--- config.mk ---
export PLATFORM = sky130hd
export DESIGN_NAME = an_arbiter
export DESIGN_NICKNAME = d
export VERILOG_FILES = /design/src/rtl/an_arbiter.sv
export SDC_FILE = /design/constraint.sdc
export NUM_CORES = 1
export LEC_CHECK = 0
export ABC_AREA = 1
export CAP_MARGIN = 0
export CELL_PAD_IN_SITES_DETAIL_PLACEMENT = 1
export CELL_PAD_IN_SITES_GLOBAL_PLACEMENT = 2
export CORE_MARGIN = 2
export CORE_UTILIZATION = 31
export CTS_BUF_LIST = sky130_fd_sc_hd__clkbuf_4 sky130_fd_sc_hd__clkbuf_8
export DETAILED_ROUTE_END_ITERATION = 10
export PLACE_DENSITY_LB_ADDON = 0.12
export SYNTH_ARGS = -nofsm -noshare
export SYNTH_HDL_FRONTEND = slang
export SYNTH_SLANG_ARGS = --single-unit
--- constraint.sdc ---
create_clock -name clk -period 2.5 [get_ports clk]
set_input_delay 0.75 -clock clk [delete_from_list [all_inputs] [get_ports clk]]
set_output_delay 0.75 -clock clk [all_outputs]
set_load 0.02 [all_outputs]
--- src/rtl/an_arbiter.sv ---
// ---------------------------------------------------------------------------
// an_arbiter -- 1000BASE-X PCS auto-negotiation arbiter.
//
// Sequences the transmit path (xmit / tx_Config_Reg) through the
// auto-negotiation handshake. It consumes decoded /C/ and /I/ strobes from
// the receive side and reports the partner base page and completion status.
//
// Parameters
//   LINK_TIMER_CYCLES : link timer period in clk cycles (>= 2)
//   TIMER_W           : link timer width, must hold LINK_TIMER_CYCLES-1
//
// Ports
//   clk               in   PCS clock, rising edge
//   reset             in   synchronous, active-low reset
//   mr_an_enable      in   management AN enable (level)
//   mr_restart_an     in   management restart request
//   mr_adv_ability    in   local base page (bit 14 replaced by block)
//   sync_status       in   receive synchronization acquired
//   rx_cfg_valid      in   strobe per received /C/ ordered set
//   rx_cfg_reg        in   config word accompanying rx_cfg_valid
//   rx_idle           in   strobe per received /I/ ordered set
//   xmit              out  00 CONFIGURATION, 01 IDLE, 10 DATA
//   tx_Config_Reg     out  config word for /C/ transmission
//   an_complete       out  high only in LINK_OK
//   mr_lp_adv_ability out  latched partner base page
//   an_state          out  current state encoding (debug)
// ---------------------------------------------------------------------------
module an_arbiter #(
    parameter int LINK_TIMER_CYCLES = 1250000,
    parameter int TIMER_W           = 21
) (
    input  logic        clk,
    input  logic        reset,
    input  logic        mr_an_enable,
    input  logic        mr_restart_an,
    input  logic [15:0] mr_adv_ability,
    input  logic        sync_status,
    input  logic        rx_cfg_valid,
    input  logic [15:0] rx_cfg_reg,
    input  logic        rx_idle,
    output logic [1:0]  xmit,
    output logic [15:0] tx_Config_Reg,
    output logic        an_complete,
    output logic [15:0] mr_lp_adv_ability,
    output logic [2:0]  an_state
);

    typedef enum logic [2:0] {
        AN_ENABLE            = 3'd0,
        AN_RESTART           = 3'd1,
        ABILITY_DETECT       = 3'd2,
        ACKNOWLEDGE_DETECT   = 3'd3,
        COMPLETE_ACKNOWLEDGE = 3'd4,
        IDLE_DETECT          = 3'd5,
        LINK_OK              = 3'd6,
        AN_DISABLE_LINK_OK   = 3'd7
    } state_e;

    localparam logic [1:0]  XMIT_CONFIG = 2'b00;
    localparam logic [1:0]  XMIT_IDLE   = 2'b01;
    localparam logic [1:0]  XMIT_DATA   = 2'b10;
    // Word comparisons ignore the ACK bit (bit 14).
    localparam logic [15:0] ACK_MASK    = 16'hBFFF;
    localparam logic [TIMER_W-1:0] TIMER_LAST = TIMER_W'(LINK_TIMER_CYCLES - 1);

    state_e              state_q, state_d;
    logic [1:0]          cfg_cnt_q, cfg_cnt_d;
    logic [1:0]          ack_cnt_q, ack_cnt_d;
    logic [1:0]          idle_cnt_q, idle_cnt_d;
    logic [15:0]         word_q, word_d;
    logic [15:0]         cap_q, cap_d;
    logic [TIMER_W-1:0]  timer_q, timer_d;
    logic [1:0]          xmit_q, xmit_d;
    logic [15:0]         tx_cfg_q, tx_cfg_d;
    logic                an_complete_q, an_complete_d;
    logic [15:0]         lp_q, lp_d;

    logic ability_match, acknowledge_match, consistency_match;
    logic idle_match, zero_match, timer_done, same_word;

    function automatic logic [1:0] sat_inc(input logic [1:0] v);
        return (v == 2'd3) ? 2'd3 : v + 2'd1;
    endfunction

    // Match predicates are pure functions of the counters, so they only
    // change after a strobe has been registered.
    assign ability_match     = (cfg_cnt_q == 2'd3);
    assign acknowledge_match = ability_match && (ack_cnt_q == 2'd3);
    assign consistency_match = ((word_q & ACK_MASK) == (cap_q & ACK_MASK));
    assign idle_match        = (idle_cnt_q == 2'd3);
    assign zero_match        = ability_match && (word_q == 16'h0000);
    assign timer_done        = (timer_q == TIMER_LAST);
    assign same_word         = ((rx_cfg_reg & ACK_MASK) == (word_q & ACK_MASK));

    // Receive match counters. A /C/ strobe wins over a simultaneous /I/.
    // ack_cnt counts consecutive ACK-set words within the current run of
    // identical words, so acknowledge_match needs the last three to carry ACK.
    always_comb begin
        cfg_cnt_d  = cfg_cnt_q;
        ack_cnt_d  = ack_cnt_q;
        idle_cnt_d = idle_cnt_q;
        word_d     = word_q;
        if (state_q == AN_ENABLE || state_q == AN_RESTART) begin
            cfg_cnt_d  = 2'd0;
            ack_cnt_d  = 2'd0;
            idle_cnt_d = 2'd0;
        end else if (rx_cfg_valid) begin
            idle_cnt_d = 2'd0;
            word_d     = rx_cfg_reg;
            if (cfg_cnt_q != 2'd0 && same_word) begin
                cfg_cnt_d = sat_inc(cfg_cnt_q);
                ack_cnt_d = rx_cfg_reg[14] ? sat_inc(ack_cnt_q) : 2'd0;
            end else begin
                cfg_cnt_d = 2'd1;
                ack_cnt_d = rx_cfg_reg[14] ? 2'd1 : 2'd0;
            end
        end else if (rx_idle) begin
            cfg_cnt_d  = 2'd0;
            ack_cnt_d  = 2'd0;
            idle_cnt_d = sat_inc(idle_cnt_q);
        end
    end

    // Next-state logic; the sync/restart overrides take priority.
    always_comb begin
        state_d = state_q;
        case (state_q)
            AN_ENABLE:
                state_d = mr_an_enable ? AN_RESTART : AN_DISABLE_LINK_OK;
            AN_RESTART:
                if (timer_done) state_d = ABILITY_DETECT;
            ABILITY_DETECT:
                if (ability_match && !zero_match) state_d = ACKNOWLEDGE_DETECT;
            ACKNOWLEDGE_DETECT:
                if (zero_match) state_d = AN_ENABLE;
                else if (acknowledge_match)
                    state_d = consistency_match ? COMPLETE_ACKNOWLEDGE : AN_ENABLE;
            COMPLETE_ACKNOWLEDGE:
                if (zero_match) state_d = AN_ENABLE;
                else if (timer_done) state_d = IDLE_DETECT;
            IDLE_DETECT:
                if (zero_match) state_d = AN_ENABLE;
                else if (timer_done && idle_match) state_d = LINK_OK;
            LINK_OK:
                if (ability_match) state_d = AN_ENABLE;
            AN_DISABLE_LINK_OK:
                if (mr_an_enable) state_d = AN_ENABLE;
            default:
                state_d = AN_ENABLE;
        endcase
        if (state_q == AN_DISABLE_LINK_OK) begin
            if (mr_restart_an) state_d = AN_ENABLE;
        end else if (!sync_status || mr_restart_an) begin
            state_d = AN_ENABLE;
        end
    end

    // Link timer restarts on entry to the timed states, otherwise saturates.
    always_comb begin
        timer_d = timer_q;
        if (state_d != state_q &&
            (state_d == AN_RESTART || state_d == COMPLETE_ACKNOWLEDGE ||
             state_d == IDLE_DETECT)) begin
            timer_d = '0;
        end else if (!timer_done) begin
            timer_d = timer_q + TIMER_W'(1);
        end
    end

    // Outputs are decoded from the next state and registered, so they change
    // on the same edge as the state register.
    always_comb begin
        xmit_d        = XMIT_CONFIG;
        tx_cfg_d      = tx_cfg_q;
        an_complete_d = 1'b0;
        lp_d          = lp_q;
        cap_d         = cap_q;
        case (state_d)
            AN_ENABLE, AN_RESTART:
                tx_cfg_d = 16'h0000;
            ABILITY_DETECT:
                tx_cfg_d = mr_adv_ability & ACK_MASK;
            ACKNOWLEDGE_DETECT, COMPLETE_ACKNOWLEDGE:
                tx_cfg_d = mr_adv_ability | 16'h4000;
            IDLE_DETECT:
                xmit_d = XMIT_IDLE;
            LINK_OK: begin
                xmit_d        = XMIT_DATA;
                an_complete_d = 1'b1;
            end
            AN_DISABLE_LINK_OK:
                xmit_d = XMIT_DATA;
            default: ;
        endcase
        // Remember the ability word that got us into ACKNOWLEDGE_DETECT.
        if (state_q == ABILITY_DETECT && state_d == ACKNOWLEDGE_DETECT)
            cap_d = word_q;
        if (state_q != COMPLETE_ACKNOWLEDGE && state_d == COMPLETE_ACKNOWLEDGE)
            lp_d = word_q;
    end

    always_ff @(posedge clk) begin
        if (!reset) begin
            state_q       <= AN_ENABLE;
            cfg_cnt_q     <= 2'd0;
            ack_cnt_q     <= 2'd0;
            idle_cnt_q    <= 2'd0;
            word_q        <= 16'h0000;
            cap_q         <= 16'h0000;
            timer_q       <= '0;
            xmit_q        <= XMIT_CONFIG;
            tx_cfg_q      <= 16'h0000;
            an_complete_q <= 1'b0;
            lp_q          <= 16'h0000;
        end else begin
            state_q       <= state_d;
            cfg_cnt_q     <= cfg_cnt_d;
            ack_cnt_q     <= ack_cnt_d;
            idle_cnt_q    <= idle_cnt_d;
            word_q        <= word_d;
            cap_q         <= cap_d;
            timer_q       <= timer_d;
            xmit_q        <= xmit_d;
            tx_cfg_q      <= tx_cfg_d;
            an_complete_q <= an_complete_d;
            lp_q          <= lp_d;
        end
    end

    assign xmit              = xmit_q;
    assign tx_Config_Reg     = tx_cfg_q;
    assign an_complete       = an_complete_q;
    assign mr_lp_adv_ability = lp_q;
    assign an_state          = state_q;

endmodule

# Word-level counts from Yosys, hierarchy flattened
# Cells that the tools add are included.
totals:
  register_bits: 97
  input_bits: 39
op_classes:
  n_eq_ne: 22
  reduce_logical: 27
  n_bitwise: 2
  add_sub_neg: 4
  mux: 29
op_table:
  columns: ["op", "n"]
  rows:
  - ["one-hot mux 16 bit (3 select lines)", 1]
  - ["2-to-1 mux 3 bit", 15]
  - ["equality test 15 bit", 2]
  - ["equality test 3 bit (second input constant)", 8]
  - ["one-hot mux 3 bit (8 select lines)", 1]
  - ["adder 21 x 1 -> 21 bit (second input constant)", 1]
  - ["equality test 21 bit (second input constant)", 1]
  - ["2-to-1 mux 2 bit", 9]
  - ["zero test 16 bit", 1]
  - ["equality test 3 x 2 -> 1 bit (second input constant)", 4]
  - ["OR reduction 2 bit", 5]
  - ["logical AND 1 bit", 8]
  - ["adder 2 x 1 -> 2 bit (second input constant)", 3]
  - ["equality test 2 bit (second input constant)", 3]
  - ["equality test 3 x 1 -> 1 bit (second input constant)", 2]
  - ["zero test 3 bit", 2]
  - ["logical OR 1 bit", 4]
  - ["one-hot mux 2 bit (2 select lines)", 1]
  - ["nonzero test 2 bit", 2]
  - ["!= test 3 bit", 1]
  - ["!= test 3 bit (second input constant)", 1]
  - ["nonzero test 3 bit", 1]
  - ["OR reduction 3 bit", 1]
  - ["zero test 1 bit", 2]
  - ["other kinds (3)", 5]

# Logic depth before layout (Yosys ltp)
# Gate-level depths: netlist of the first run.
logic_depth:
  depth_word: 13
  ltp_mapped: 19

# Worst setup path after synthesis of the first run
# Ideal clock, no wire load.
synth_path:
  path_type: "input to register"
  from: "input mr_an_enable"
  to: "register cap_q[13]"
  t_arrival_ns: 1.935
  setup_slack_ns: 0.452
  n_path_buf: 1
  stages: 15
  setup_time_ns: 0.113
  t_required_ns: 2.387
  path_cell_list: "nor2_1 nor2_2 nand2_1 inv_2 nand3_2 inv_2 nand2_2 nand2_8 nor2_2 nand2_2 nor2_4 inv_2 buf_6 nor2_1 nor2_1"
synth_via:
  elab_chain_len: 6
synth_rtl:
  columns: ["element", "line", "source"]
  rows:
  - ["start, declared", "34", "input logic mr_an_enable,"]
  - ["2-to-1 mux 3 bit (on tied branches)", "147, 129", null]
  - ["one-hot mux 3 bit (8 select lines) (*)", "127", "case (state_q)"]
  - ["2-to-1 mux 3 bit (on tied branches)", "153, 152", null]
  - ["2-to-1 mux 3 bit (*)", "151", "if (state_q == AN_DISABLE_LINK_OK) begin"]
  - ["equality test 3 x 2 -> 1 bit (*)", "196", "if (state_q == ABILITY_DETECT && state_d == ACKNOWLEDGE_DETECT)"]
  - ["logical AND 1 bit (*)", "196", null]
  - ["end signal, assigned", "221", "cap_q <= cap_d;"]
  - ["end, declared", "71", "logic [15:0] cap_q, cap_d;"]
# Every way passes the cells marked *; elsewhere a longest branch is shown, timed or not.
# A chain may end at the register's enable or synchronous reset.

# Worst setup path after layout of the first run
layout_path:
  from: "register state_q[2], in the netlist an_state[2]"
  to: "output an_state[2]"
layout_lines:
  columns: ["element", "line", "source"]
  rows:
  - ["start, declared", "66", "state_e state_q, state_d;"]
  - ["start signal, assigned", "216", "state_q <= state_d;"]
  - ["end, declared", "45", "output logic [2:0] an_state"]
# No word-level cell between the ends.

==> impl_metrics.json, run 1 <==
{
  "met1_usage_pct": 19.93,
  "p_leak_nw": 2.311,
  "vias_per_cell": 4.615,
  "synth_edf_count": 0,
  "synthToLayoutAreaGrowth_pct": 29.51,
  "antenna_cells": 0,
  "antenna_left": 0,
  "cts_tree": "done",
  "grt_pass1_wl_um": 20970,
  "dr_total_vias": 4204,
  "syn_inst": 629,
  "endpoint_kind": "output port",
  "p_per_area_nw_per_um2": 565.3,
  "critical-path-max-stage-delay_ns": 0.67,
  "cts-root-buf": "clkbuf_8",
  "cts_sinks": 96,
  "crit_buf_inv": 1,
  "outcome": "finished clean",
  "critPathTopFamily": "buffers and inverters",
  "rows": 44,
  "syn-cell-area_um2": 4604,
  "grt.busiest_layer": "met2",
  "grtUsageMet2_pct": 28.81,
  "syn_avg_cell_area_um2": 7.320,
  "tightest_slew_ns": 0.3514,
  "cts-htree-levels": 3,
  "final-hold-violation-count": 0,
  "slowest_stage": "clkdlybuf4s50_1",
  "relSlewSlack_pct": 76.54,
  "drcViolationCount": 0,
  "fp.dieArea_um2": 15840,
  "dp_hpwl_um": 9692,
  "crit_chain": "clkdlybuf4s50_1",
  "clock_latency_ns": 0.39,
  "dp_cells": 895,
  "ys_warn_count": 0,
  "wirelength_um": 12570,
  "firstDrtPassIters": 4,
  "fin_util_pct": 41.03,
  "cts_buffer_depth": 2,
  "holdCritPathClass": "reg -> reg",
  "cp_max_fo": 8,
  "synth_seq_cells": 96,
  "met3_usage_pct": 4.248,
  "synth_top_area_cell": "dfxtp_1",
  "coreArea_um2": 14530,
  "num_io_pins": 77,
  "cp_data_required_time_ns": 1.75,
  "drtIter0Drc": 139,
  "async_flop_share_pct": 0,
  "path_class": "reg -> out",
  "cp-start-kind": "flip-flop",
  "wl_per_cell_um": 13.80,
  "holdWs_ns": 0.4694,
  "fin_tns_setup_ns": 0,
  "drv_cap": 0,
  "report.final.slew_viol_count": 0,
  "cts-buffers-inserted": 9,
  "layout-drive-gt1-share_pct": 12.52,
  "irDropWorstVdd_uv": 253.3,
  "clk_pin_slew_worst_paths_ns": 0.10,
  "synth_seq_area_share_pct": 41.74,
  "final_cells": 911,
  "synth.distinct_cells": 44,
  "ys_top_cells_by_area": "dfxtp_1, nor2_1, nand2_1",
  "fp.dieH_um": 125.9,
  "final_nets": 762,
  "initial_core_util_pct": 31.68,
  "synth_nets": 669,
  "setup_viol": 0,
  "cp.arrival_ns": 1.59,
  "portBuffers": 75,
  "die_x_um": 125.9,
  "grt_max_degree": 47,
  "skew_ns": 0.01097,
  "final_cell_area_um2": 5963,
  "gp_congestion": 0.7660,
  "finalCritPeriodShare_pct": 93.57,
  "max_clock_freq_ghz": 0.4275,
  "antenna_found_initial": 0,
  "synth.top_cell.area_share_pct": 41.74,
  "grt_use_total_pct": 16.41,
  "overflow": 0,
  "place_area_um2": 5699,
  "grt_pass1_vias": 4314,
  "rsz0062_at_grt": "no",
  "yosys_most_used_dff": "dfxtp_1",
  "post-route-min-period_ns": 2.339
}
[cell families (layout without fill, tap and decap cells)]
| family | after synthesis | in the layout | synth area share [%] |
|---|---|---|---|
| simple gates | 312 | 312 | 31.30 |
| fa+ha+maj | 1 | 1 | 0.2717 |
| xor+xnor | 33 | 33 | 6.277 |
| mux | 1 | 1 | 0.2174 |
| compound gates | 99 | 99 | 11.49 |
| flops | 96 | 96 | 41.74 |
| buf+inv | 87 | 185 | 8.696 |
[stage by stage]
stage / power (mW) / setup WS, ns
after global placement: 2.114 / -0.1060
after floorplan: 1.903 / 0.4516
final: 3.371 / 0.1607
after global routing: 3.538 / 0.004858
after CTS: 3.436 / 0.1263
after detailed placement: 2.125 / -0.1456
[layer usage]
metal / vias up / part of all wire, % / wire length, µm
met2: 44 / 50 / 6252
met5: - / 0 / 0
met4: 0 / 1.5 / 193
met1: 1958 / 46 / 5790
met3: 17 / 2.6 / 333
li1: 2185 / - / -
[synth_stat cells (2+ instances only)]
library cell	count
clkbuf_1	10
nand4_1	16
nand2_2	6
a21oi_1	36
buf_2	2
buf_6	5
inv_2	11
nor4_1	2
xnor2_1	14
o21ai_0	34
inv_1	53
dfxtp_1	96
nand3_1	16
o21ai_1	21
nand2_1	114
nand2_4	4
xor2_1	19
nor3_1	5
nor2_1	125
nor3_2	3
nand3_2	3
inv_6	2
nor2_2	7
nor2_4	5
[path summary, 6_finish.rpt]
check / start / end / slack [ns] / depth (start not counted)
setup / recovery: an_state[2] / an_state[2] / 0.16 / 1
hold / removal: tx_Config_Reg[10] / tx_Config_Reg[10] / 0.47 / 2
setup reg to reg: timer_q[1] / mr_lp_adv_ability[10] / 0.22 / 14
hold reg to reg: tx_Config_Reg[10] / tx_Config_Reg[10] / 0.47 / 2
[sequential cells by signal (all words and copies together) (netlist names), 3 cells and up]
name and flops:
an_state 3, cap_q 15, mr_lp_adv_ability 16, timer_q 21, tx_Config_Reg 16, word_q 16
[power breakdown]
part / internal (mW) / switching, mW
clock: 0.717 / 0.570
sequential: 1.57 / 0.0401
combinational: 0.221 / 0.251
total: 2.51 / 0.861
[repair_timing]
item / 4_1_cts / 5_1_grt
resized for setup: 0 / 4
buffers inserted: 0 / 0
endpoints found under the setup margin: 0 / 14
hold buffers: 0 / 0
[layout by cell type, fill, tap and decap left out, drive strengths merged, types with 2 or more instances in the layout]
| master | instances |
|---|---|
| a21oi | 37 |
| buf | 25 |
| bufinv | 3 |
| clkbuf | 11 |
| clkdlybuf4s50 | 75 |
| clkinv | 4 |
| dfxtp | 96 |
| inv | 66 |
| nand2 | 125 |
| nand3 | 20 |
| nand3b | 2 |
| nand4 | 16 |
| nor2 | 137 |
| nor3 | 8 |
| nor4 | 3 |
| o21ai | 55 |
| o22ai | 2 |
| xnor2 | 14 |
| xor2 | 19 |
[area by class of cell]
cell class | count | area (µm²)
clock buffer | 11 | 151.4
clock inverter | 5 | 102.6
fill | 1824 | 8571
inverter | 69 | 284.0
multi-input combinational | 446 | 2285
sequential | 96 | 1922
tap | 184 | 230.2
timing repair buffer | 100 | 988.4
(Power assumes the default switching activity.)
==> inputs of run 2 (changes only) <==
- CORE_MARGIN: 2 -> 1.5
- CTS_CLUSTER_SIZE: not set -> 25
==> impl_metrics.json, run 2 (synthesis results as in run 1) <==
{
  "critical-path-max-stage-delay_ns": 0.39,
  "gp_congestion": 0.7722,
  "final_cell_mix": "nor2_1, nand2_1, dfxtp_1",
  "setup_viol": 0,
  "layout-drive-gt1-share_pct": 12.15,
  "switching_share_pct": 26.75,
  "cp-start-kind": "flip-flop",
  "holdBufCountCts": 0,
  "largest_reg_flops": 21,
  "cp_data_required_time_ns": 2.81,
  "portBuffers": 75,
  "p_int_mw": 2.283,
  "grt_max_degree": 48,
  "synthToLayoutAreaGrowth_pct": 27.83,
  "fin_tns_setup_ns": 0,
  "p_per_area_nw_per_um2": 529.5,
  "vias_per_cell": 4.591,
  "clkPwrFrac_pct": 33.2,
  "dr_total_vias": 4169,
  "min_from": "tx_Config_Reg[13]",
  "cts-buffers-inserted": 9,
  "cts-resized-gates": 0,
  "cts-root-buf": "clkbuf_8",
  "drtIter0Drc": 103,
  "firstDrtPassIters": 4,
  "cts_tree": "done",
  "r2r-end": "mr_lp_adv_ability[3]",
  "die_x_um": 124.9,
  "antenna_left": 0,
  "endpoint_kind": "flip-flop",
  "initial_core_util_pct": 31.68,
  "holdCritPathClass": "reg -> reg",
  "crit_buf_inv": 2,
  "path_class": "reg -> reg",
  "coreArea_um2": 14530,
  "skew_ns": 0.01134,
  "fin_util_pct": 40.50,
  "overflow": 0,
  "relSlewSlack_pct": 45.49,
  "clock_latency_ns": 0.37,
  "wirelength_um": 12320,
  "irDropWorstVdd_uv": 288.5,
  "rsz0062_at_grt": "yes",
  "layout_commonest_cell": "nor2_1",
  "post-place-ws_ns": -0.1446,
  "finalCritPeriodShare_pct": 92.16,
  "tightest_slew_ns": 0.8167,
  "cts_sinks": 96,
  "cp_max_fo": 17,
  "crit_chain": "ha_2, nand3_2, nor2_4, nand3_4, nand2_2, nand2_1, a21oi_2, nand2_2, nand2_4, nand2_4, inv_6, nand3b_4, inv_8, nor2_1, nor2_1",
  "holdPathEnd": "tx_Config_Reg[13]",
  "max_flop_register": "timer_q",
  "p_leak_nw": 2.279,
  "timing.rr.start": "timer_q[1]",
  "cp.arrival_ns": 2.61,
  "cts-htree-levels": 3,
  "antenna_cells": 0,
  "regToRegSetupSlack_ns": 0.20,
  "antenna_found_initial": 0,
  "report.final.slew_viol_count": 0,
  "grt_pass1_wl_um": 20640,
  "final-hold-violation-count": 0,
  "rr_worst_depth": 15,
  "post-cts-setup-buffer-count": 0,
  "max_clock_freq_ghz": 0.4340,
  "cts_buffer_depth": 2,
  "fp.dieArea_um2": 15590,
  "setup_ws_ns": 0.1961,
  "grt_use_total_pct": 16.30,
  "final_cells": 908,
  "worstHoldPathCells": 2,
  "fp.dieH_um": 124.9,
  "drv_cap": 0,
  "comb_power_share_pct": 15.1,
  "final_nets": 761,
  "post-route-min-period_ns": 2.304,
  "rows": 44,
  "clk_pin_slew_worst_paths_ns": 0.09,
  "wl_per_cell_um": 13.57,
  "num_io_pins": 77,
  "critPathTopFamily": "simple AND/OR/NAND/NOR gates",
  "seq_power_share_pct": 51.7,
  "slowest_stage": "dfxtp_1",
  "dp_hpwl_um": 9543,
  "p_sw_mw": 0.8336,
  "outcome": "finished clean",
  "drcViolationCount": 0,
  "dp_cells": 894,
  "grt_pass1_vias": 4311
}
run 2: cell count changes in the layout (fill, tap and decap cells not counted):
cell | previous run | this run
bufinv_16 | 3 | 1
buf_4 | 21 | 20
clkbuf_4 | 0 | 1
clkbuf_8 | 11 | 10
clkinv_4 | 1 | 2
clkinv_8 | 1 | 0
clkinvlp_4 | 1 | 0
inv_8 | 0 | 1
o21ai_0 | 33 | 34
o21ai_1 | 22 | 21
run 2: layer usage:
layer	part of all wire [%]	vias to the layer above	track usage [%]
met3	2.2	10	3.351
li1	-	2185	-
met1	47	1938	19.84
met4	1.2	0	4.412
met2	50	36	29.12
met5	0	-	0
run 2: final cells by class:
class | count | area [µm²]
sequential | 96 | 1922
inverter | 69 | 279.0
clock buffer | 11 | 145.1
timing repair buffer | 99 | 980.9
clock inverter | 3 | 43.79
tap | 184 | 230.2
multi-input combinational | 446 | 2285
fill | 1827 | 8648
run 2: worst register-to-register path, stage by stage (launching register included):
cell	delay (ns)
dfxtp_1	0.39
ha_2	0.22
nand3_2	0.14
nor2_4	0.19
nand3_4	0.13
nand2_2	0.10
nand2_1	0.06
a21oi_2	0.11
nand2_2	0.09
nand2_4	0.10
nand2_4	0.07
inv_6	0.06
nand3b_4	0.21
inv_8	0.19
nor2_1	0.06
nor2_1	0.11
run 2: how the worst max path moves through the flow:
| stage | startpoint | to | slack (ns) | cells after the start |
|---|---|---|---|---|
| 3_3_place_gp | mr_an_enable | mr_lp_adv_ability[13] | -0.1 | 15 |
| 6_report | timer_q[1] | mr_lp_adv_ability[3] | 0.20 | 15 |
| 2_1_floorplan | mr_an_enable | cap_q[13] | 0.45 | 15 |
| 3_5_place_dp | mr_an_enable | mr_lp_adv_ability[3] | -0.14 | 15 |
| 4_1_cts | timer_q[1] | mr_lp_adv_ability[3] | 0.13 | 15 |
| 5_1_grt | timer_q[1] | mr_lp_adv_ability[1] | -0.02 | 14 |
run 2: through the flow:
step | power (mW) | area (µm²) | hold slack [ns]
floorplan | 1.903 | 4604 | 0.4540
global placement | 2.113 | 5692 | 0.4488
detailed placement | 2.124 | 5692 | 0.4601
CTS | 3.183 | 5881 | 0.4743
global route | 3.286 | 5886 | 0.4961
finish | 3.117 | 5886 | 0.4676
run 2: power by group through the flow:
| stage | logic [mW] | clock network [mW] | registers (mW) |
|---|---|---|---|
| 3_3_place_gp | 0.467 | 0 | 1.65 |
| 6_report | 0.470 | 1.04 | 1.61 |
| 3_5_place_dp | 0.476 | 0 | 1.65 |
| 4_1_cts | 0.479 | 1.09 | 1.61 |
| 2_1_floorplan | 0.233 | 0 | 1.67 |
| 5_1_grt | 0.520 | 1.15 | 1.62 |
==> inputs of run 3 (changes only) <==
- CORE_MARGIN: 1.5 -> 4
==> impl_metrics.json, run 3 (synthesis results as in run 1) <==
{
  "outcome": "finished clean",
  "max_flop_register": "timer_q",
  "gp_congestion": 0.8082,
  "p_leak_nw": 2.278,
  "fp.dieH_um": 129.9,
  "layout-drive-gt1-share_pct": 12.53,
  "antenna_found_initial": 0,
  "post-route-min-period_ns": 2.355,
  "cts-buffers-inserted": 9,
  "report.final.slew_viol_count": 0,
  "cts-root-buf": "clkbuf_8",
  "cts_buffer_depth": 2,
  "cts_sinks": 96,
  "fp.dieArea_um2": 16870,
  "final_nets": 761,
  "drcViolationCount": 0,
  "largest_reg_flops": 21,
  "rsz0062_at_grt": "no",
  "grt_pass1_wl_um": 21500,
  "crit_chain": "clkdlybuf4s50_1",
  "final_cell_mix": "nor2_1, nand2_1, dfxtp_1",
  "grt_use_total_pct": 15.97,
  "setup_viol": 0,
  "dp_cells": 894,
  "post-cts-setup-buffer-count": 0,
  "synthToLayoutAreaGrowth_pct": 27.85,
  "slowest_stage": "clkdlybuf4s50_1",
  "fillers": 1824,
  "die_x_um": 129.9,
  "rows": 44,
  "cp-start-kind": "flip-flop",
  "final-hold-violation-count": 0,
  "cp.arrival_ns": 1.61,
  "wl_met1_um": 6088,
  "p_per_area_nw_per_um2": 538.0,
  "portBuffers": 75,
  "cts-htree-levels": 3,
  "antenna_cells": 0,
  "layout_commonest_cell": "nor2_1",
  "vias_per_cell": 4.635,
  "critPathTopFamily": "buffers and inverters",
  "num_io_pins": 77,
  "holdWs_ns": 0.4691,
  "clock_latency_ns": 0.38,
  "antenna_left": 0,
  "drtIter0Drc": 140,
  "cp_max_fo": 7,
  "wirelength_um": 12750,
  "wl_met3_um": 220,
  "endpoint_kind": "output port",
  "cp_data_required_time_ns": 1.75,
  "relSlewSlack_pct": 76.22,
  "path_class": "reg -> out",
  "finalCritPeriodShare_pct": 94.21,
  "coreArea_um2": 14530,
  "tightest_slew_ns": 0.3562,
  "drv_cap": 0,
  "final_cells": 910,
  "wl_per_cell_um": 14.01,
  "holdCritPathClass": "reg -> reg",
  "cts_tree": "done",
  "max_clock_freq_ghz": 0.4246,
  "clk_pin_slew_worst_paths_ns": 0.10,
  "initial_core_util_pct": 31.68,
  "cts-resized-gates": 0,
  "overflow": 0,
  "crit_buf_inv": 1,
  "grt_max_degree": 30,
  "fin_tns_setup_ns": 0,
  "dp_hpwl_um": 9900,
  "top_layer_used": "met4",
  "skew_ns": 0.01527,
  "grt_pass1_vias": 4361,
  "firstDrtPassIters": 4,
  "irDropWorstVdd_uv": 238.0,
  "wl_met2_um": 6273,
  "holdBufCountCts": 0,
  "critical-path-max-stage-delay_ns": 0.68,
  "dr_total_vias": 4218
}
==> run 3: final cells by class <==
type	count	area, µm²	area share [%]
Clock buffer	11	145.1	2.465
Clock inverter	5	56.30	0.9564
Inverter	69	279.0	4.740
Multi-Input combinational cell	446	2285	38.81
Sequential cell	96	1923	32.67
Tap cell	184	230.2	3.911
Timing Repair Buffer	99	968.4	16.45
==> run 3: per-layer routing <==
layer | vias up | global-route usage [%]
met1 | 2006 | 20.87
met4 | 0 | 5.501
met5 | - | 0
met2 | 25 | 27.02
li1 | 2176 | -
met3 | 11 | 2.333
==> run 3: worst paths after layout <==
| kind | start | endpoint | slack, ns | cells after the start |
|---|---|---|---|---|
| min reg2reg | tx_Config_Reg[1] | tx_Config_Reg[1] | 0.47 | 2 |
| min | tx_Config_Reg[1] | tx_Config_Reg[1] | 0.47 | 2 |
| max reg2reg | timer_q[0] | mr_lp_adv_ability[5] | 0.25 | 15 |
| max | an_state[0] | an_state[0] | 0.14 | 1 |
==> run 3: report_power, final <==
| group | switching (mW) | internal (mW) | total [mW] | leakage, nW |
|---|---|---|---|---|
| combinational | 0.252 | 0.216 | 0.468 | 1.40 |
| clock | 0.586 | 0.500 | 1.09 | 0.103 |
| sequential | 0.0404 | 1.57 | 1.61 | 0.777 |
==> run 3: through the flow <==
stage | setup WS [ns] | utilization [%] | area, µm² | power [mW]
6_report | 0.1448 | 40.50 | 5887 | 3.167
5_1_grt | 0.01796 | 40.50 | 5887 | 3.339
4_1_cts | 0.09781 | 40.46 | 5881 | 3.216
3_5_place_dp | -0.2125 | 39.08 | 5679 | 2.123
3_3_place_gp | -0.1518 | 39.08 | 5679 | 2.112
2_1_floorplan | 0.4516 | - | 4604 | 1.903
==> edit: new RTL, config.mk and constraints of run 3 <==
Register the output `mr_lp_adv_ability` once more, with the module's reset; this adds one clock of latency there. The other outputs are not delayed to match.
--- a/src/rtl/an_arbiter.sv
+++ b/src/rtl/an_arbiter.sv
@@ -232,3 +232,9 @@
     assign an_complete       = an_complete_q;
-    assign mr_lp_adv_ability = lp_q;
+    always_ff @(posedge clk) begin
+        if (!reset) begin
+            mr_lp_adv_ability <= '0;
+        end else begin
+            mr_lp_adv_ability <= lp_q;
+        end
+    end
     assign an_state          = state_q;
Function: same outputs for any inputs over 10 cycles, from zero or initial values and one cycle with reset low; that may be too few to reach the edited logic, so the function may still have changed.
==> edit against run 3 <==
- synthesized cell count increased by 7.0%
- critical path depth did not move
- count of clock-buffer cells in the layout decreased by 2
- design area rose by 13%
- power rose by 13%
- sequential cell count rose by 16
- area after synthesis rose by 11%
- wire length up 9.3%
- sequential share of layout area up 1.2 points
- first-iteration DRC count grew 24%
- setup slack improved by 16 ps
- global-route usage is 0.76 points lower
- combinational power is 3% higher
- non-clock buffer count rose by 9
- critical endpoint is now an_state[2]
- largest power group unchanged
==> edit: results (changes against run 3) <==
* M1 GR Usage at 0.201 (-0.00798)
* Met3 WL post-DR at 601 µm (+170%)
* Hpwl dp at 10100 µm (+2.1%)
* Setup crit start: an_state[2]
* R2R Setup Slk at 200 ps (-50 ps)
* HP Start: lp_q[12]
* Starting DRT DRC Count at 174 (+24%)
* Top routing layer used: met4
* DR pass1 iterations at 4 (unchanged)
* # nets final at 811 (+6.6%)
* Syn nets at 713 (+6.6%)
* Worst Tran Pin Value at 457 ps (+101 ps)
* Clk slew on worst S/H paths at 120 ps (+20 ps)
* Place WS at -308 ps (-96.0 ps)
* F_max at 428 MHz (+0.69%)
* Critical path peak fanout at 11 (+4)
* Clk_lat worst skew at 400 ps (+20 ps)
* Gr usage total at 0.152 (-0.00755)
* Crit path arrival time at 1590 ps (-20 ps)
* Synth cell count leaders: 124 x nand2_1, 112 x dfxtp_1, 86 x nor2_1
* Layout cells sized above 1 at 0.184 (+0.0589)
* ANT cells at 0 (unchanged)
* Status: complete, no violations
* Max reg flops at 21 (unchanged)
* Vias at 4496 (+6.6%)
* Post-Route WL at 13900 µm (+9.3%)
* Vias in the first global route at 4660 (+6.9%)
* WL met1 at 6740 µm (+11%)
* Max VDD drop at 0.000249 V (+4.5%)
* Gpl congestion at 0.773 (-4.3%)
* First-pass GRT wire length at 22600 µm (+5.3%)
* Leak pwr at 2.65 nW (+16%)
* Met3 Use GR at 0.0440 (+0.0207)
* Placed cell area at 0.00625 mm² (+10%)
* Wire length on met2 at 6450 µm (+2.8%)
* Synth area leaders: dfxtp_1 44%, nand2_1 9.1%, nor2_1 6.3%
edit: changes by cell type in the layout (fill, tap and decap cells not counted), sizes merged, moves of 2 or more:
| cell | before | now |
|---|---|---|
| nand2 | 125 | 142 |
| buf | 24 | 32 |
| xor2 | 19 | 21 |
| inv | 67 | 94 |
| clkinv | 5 | 3 |
| xnor2 | 14 | 11 |
| dfxtp | 96 | 112 |
| o22ai | 2 | 4 |
| a21oi | 37 | 50 |
| nor2 | 137 | 110 |
edit: cell families (layout without fill, tap and decap cells):
family	count (synthesis)	after routing	share of synthesized area
AND/OR/NAND/NOR	302	302	0.274
AO/OA/AOI/OAI	113	113	0.131
flip-flops	112	112	0.438
buffers and inverters	112	215	0.0971
XOR/XNOR	32	32	0.0548
adder cells (fa/ha/maj)	1	1	0.00245
multiplexers	1	1	0.00196
edit: layout make-up:
cell class / count / area, µm²
multi-input cells: 449 / 2430
repair buffers: 108 / 1110
inverters: 91 / 353
clock inverters: 7 / 95.1
clock buffers: 9 / 124
fillers: 1993 / 9360
flip-flops and latches: 112 / 2250
well taps: 216 / 270
edit: stage by stage:
step,TNS [ps],std cells,hold WS [ps]
6_report,0,992,434
5_1_grt,0,992,457
4_1_cts,0,986,437
3_5_place_dp,-16990,970,420
3_3_place_gp,-13170,970,419
2_1_floorplan,0,673,407
edit: repair_timing:
item	4_1_cts	5_1_grt
endpoints found under the setup margin	1	68
gates resized for setup	1	26
cloned	0	3
setup buffers	0	3
pin swaps	0	2
edit: final timing paths:
check,endpoint,cells after the start
worst max-delay path,an_state[2],1
worst min-delay path,mr_lp_adv_ability[12],2
worst max register to register,cap_q[10],15
worst min register to register,mr_lp_adv_ability[12],2
edit: power by group:
part	switching, mW	internal [mW]
Sequential	0.0426	1.84
Combinational	0.267	0.217
Clock	0.711	0.497
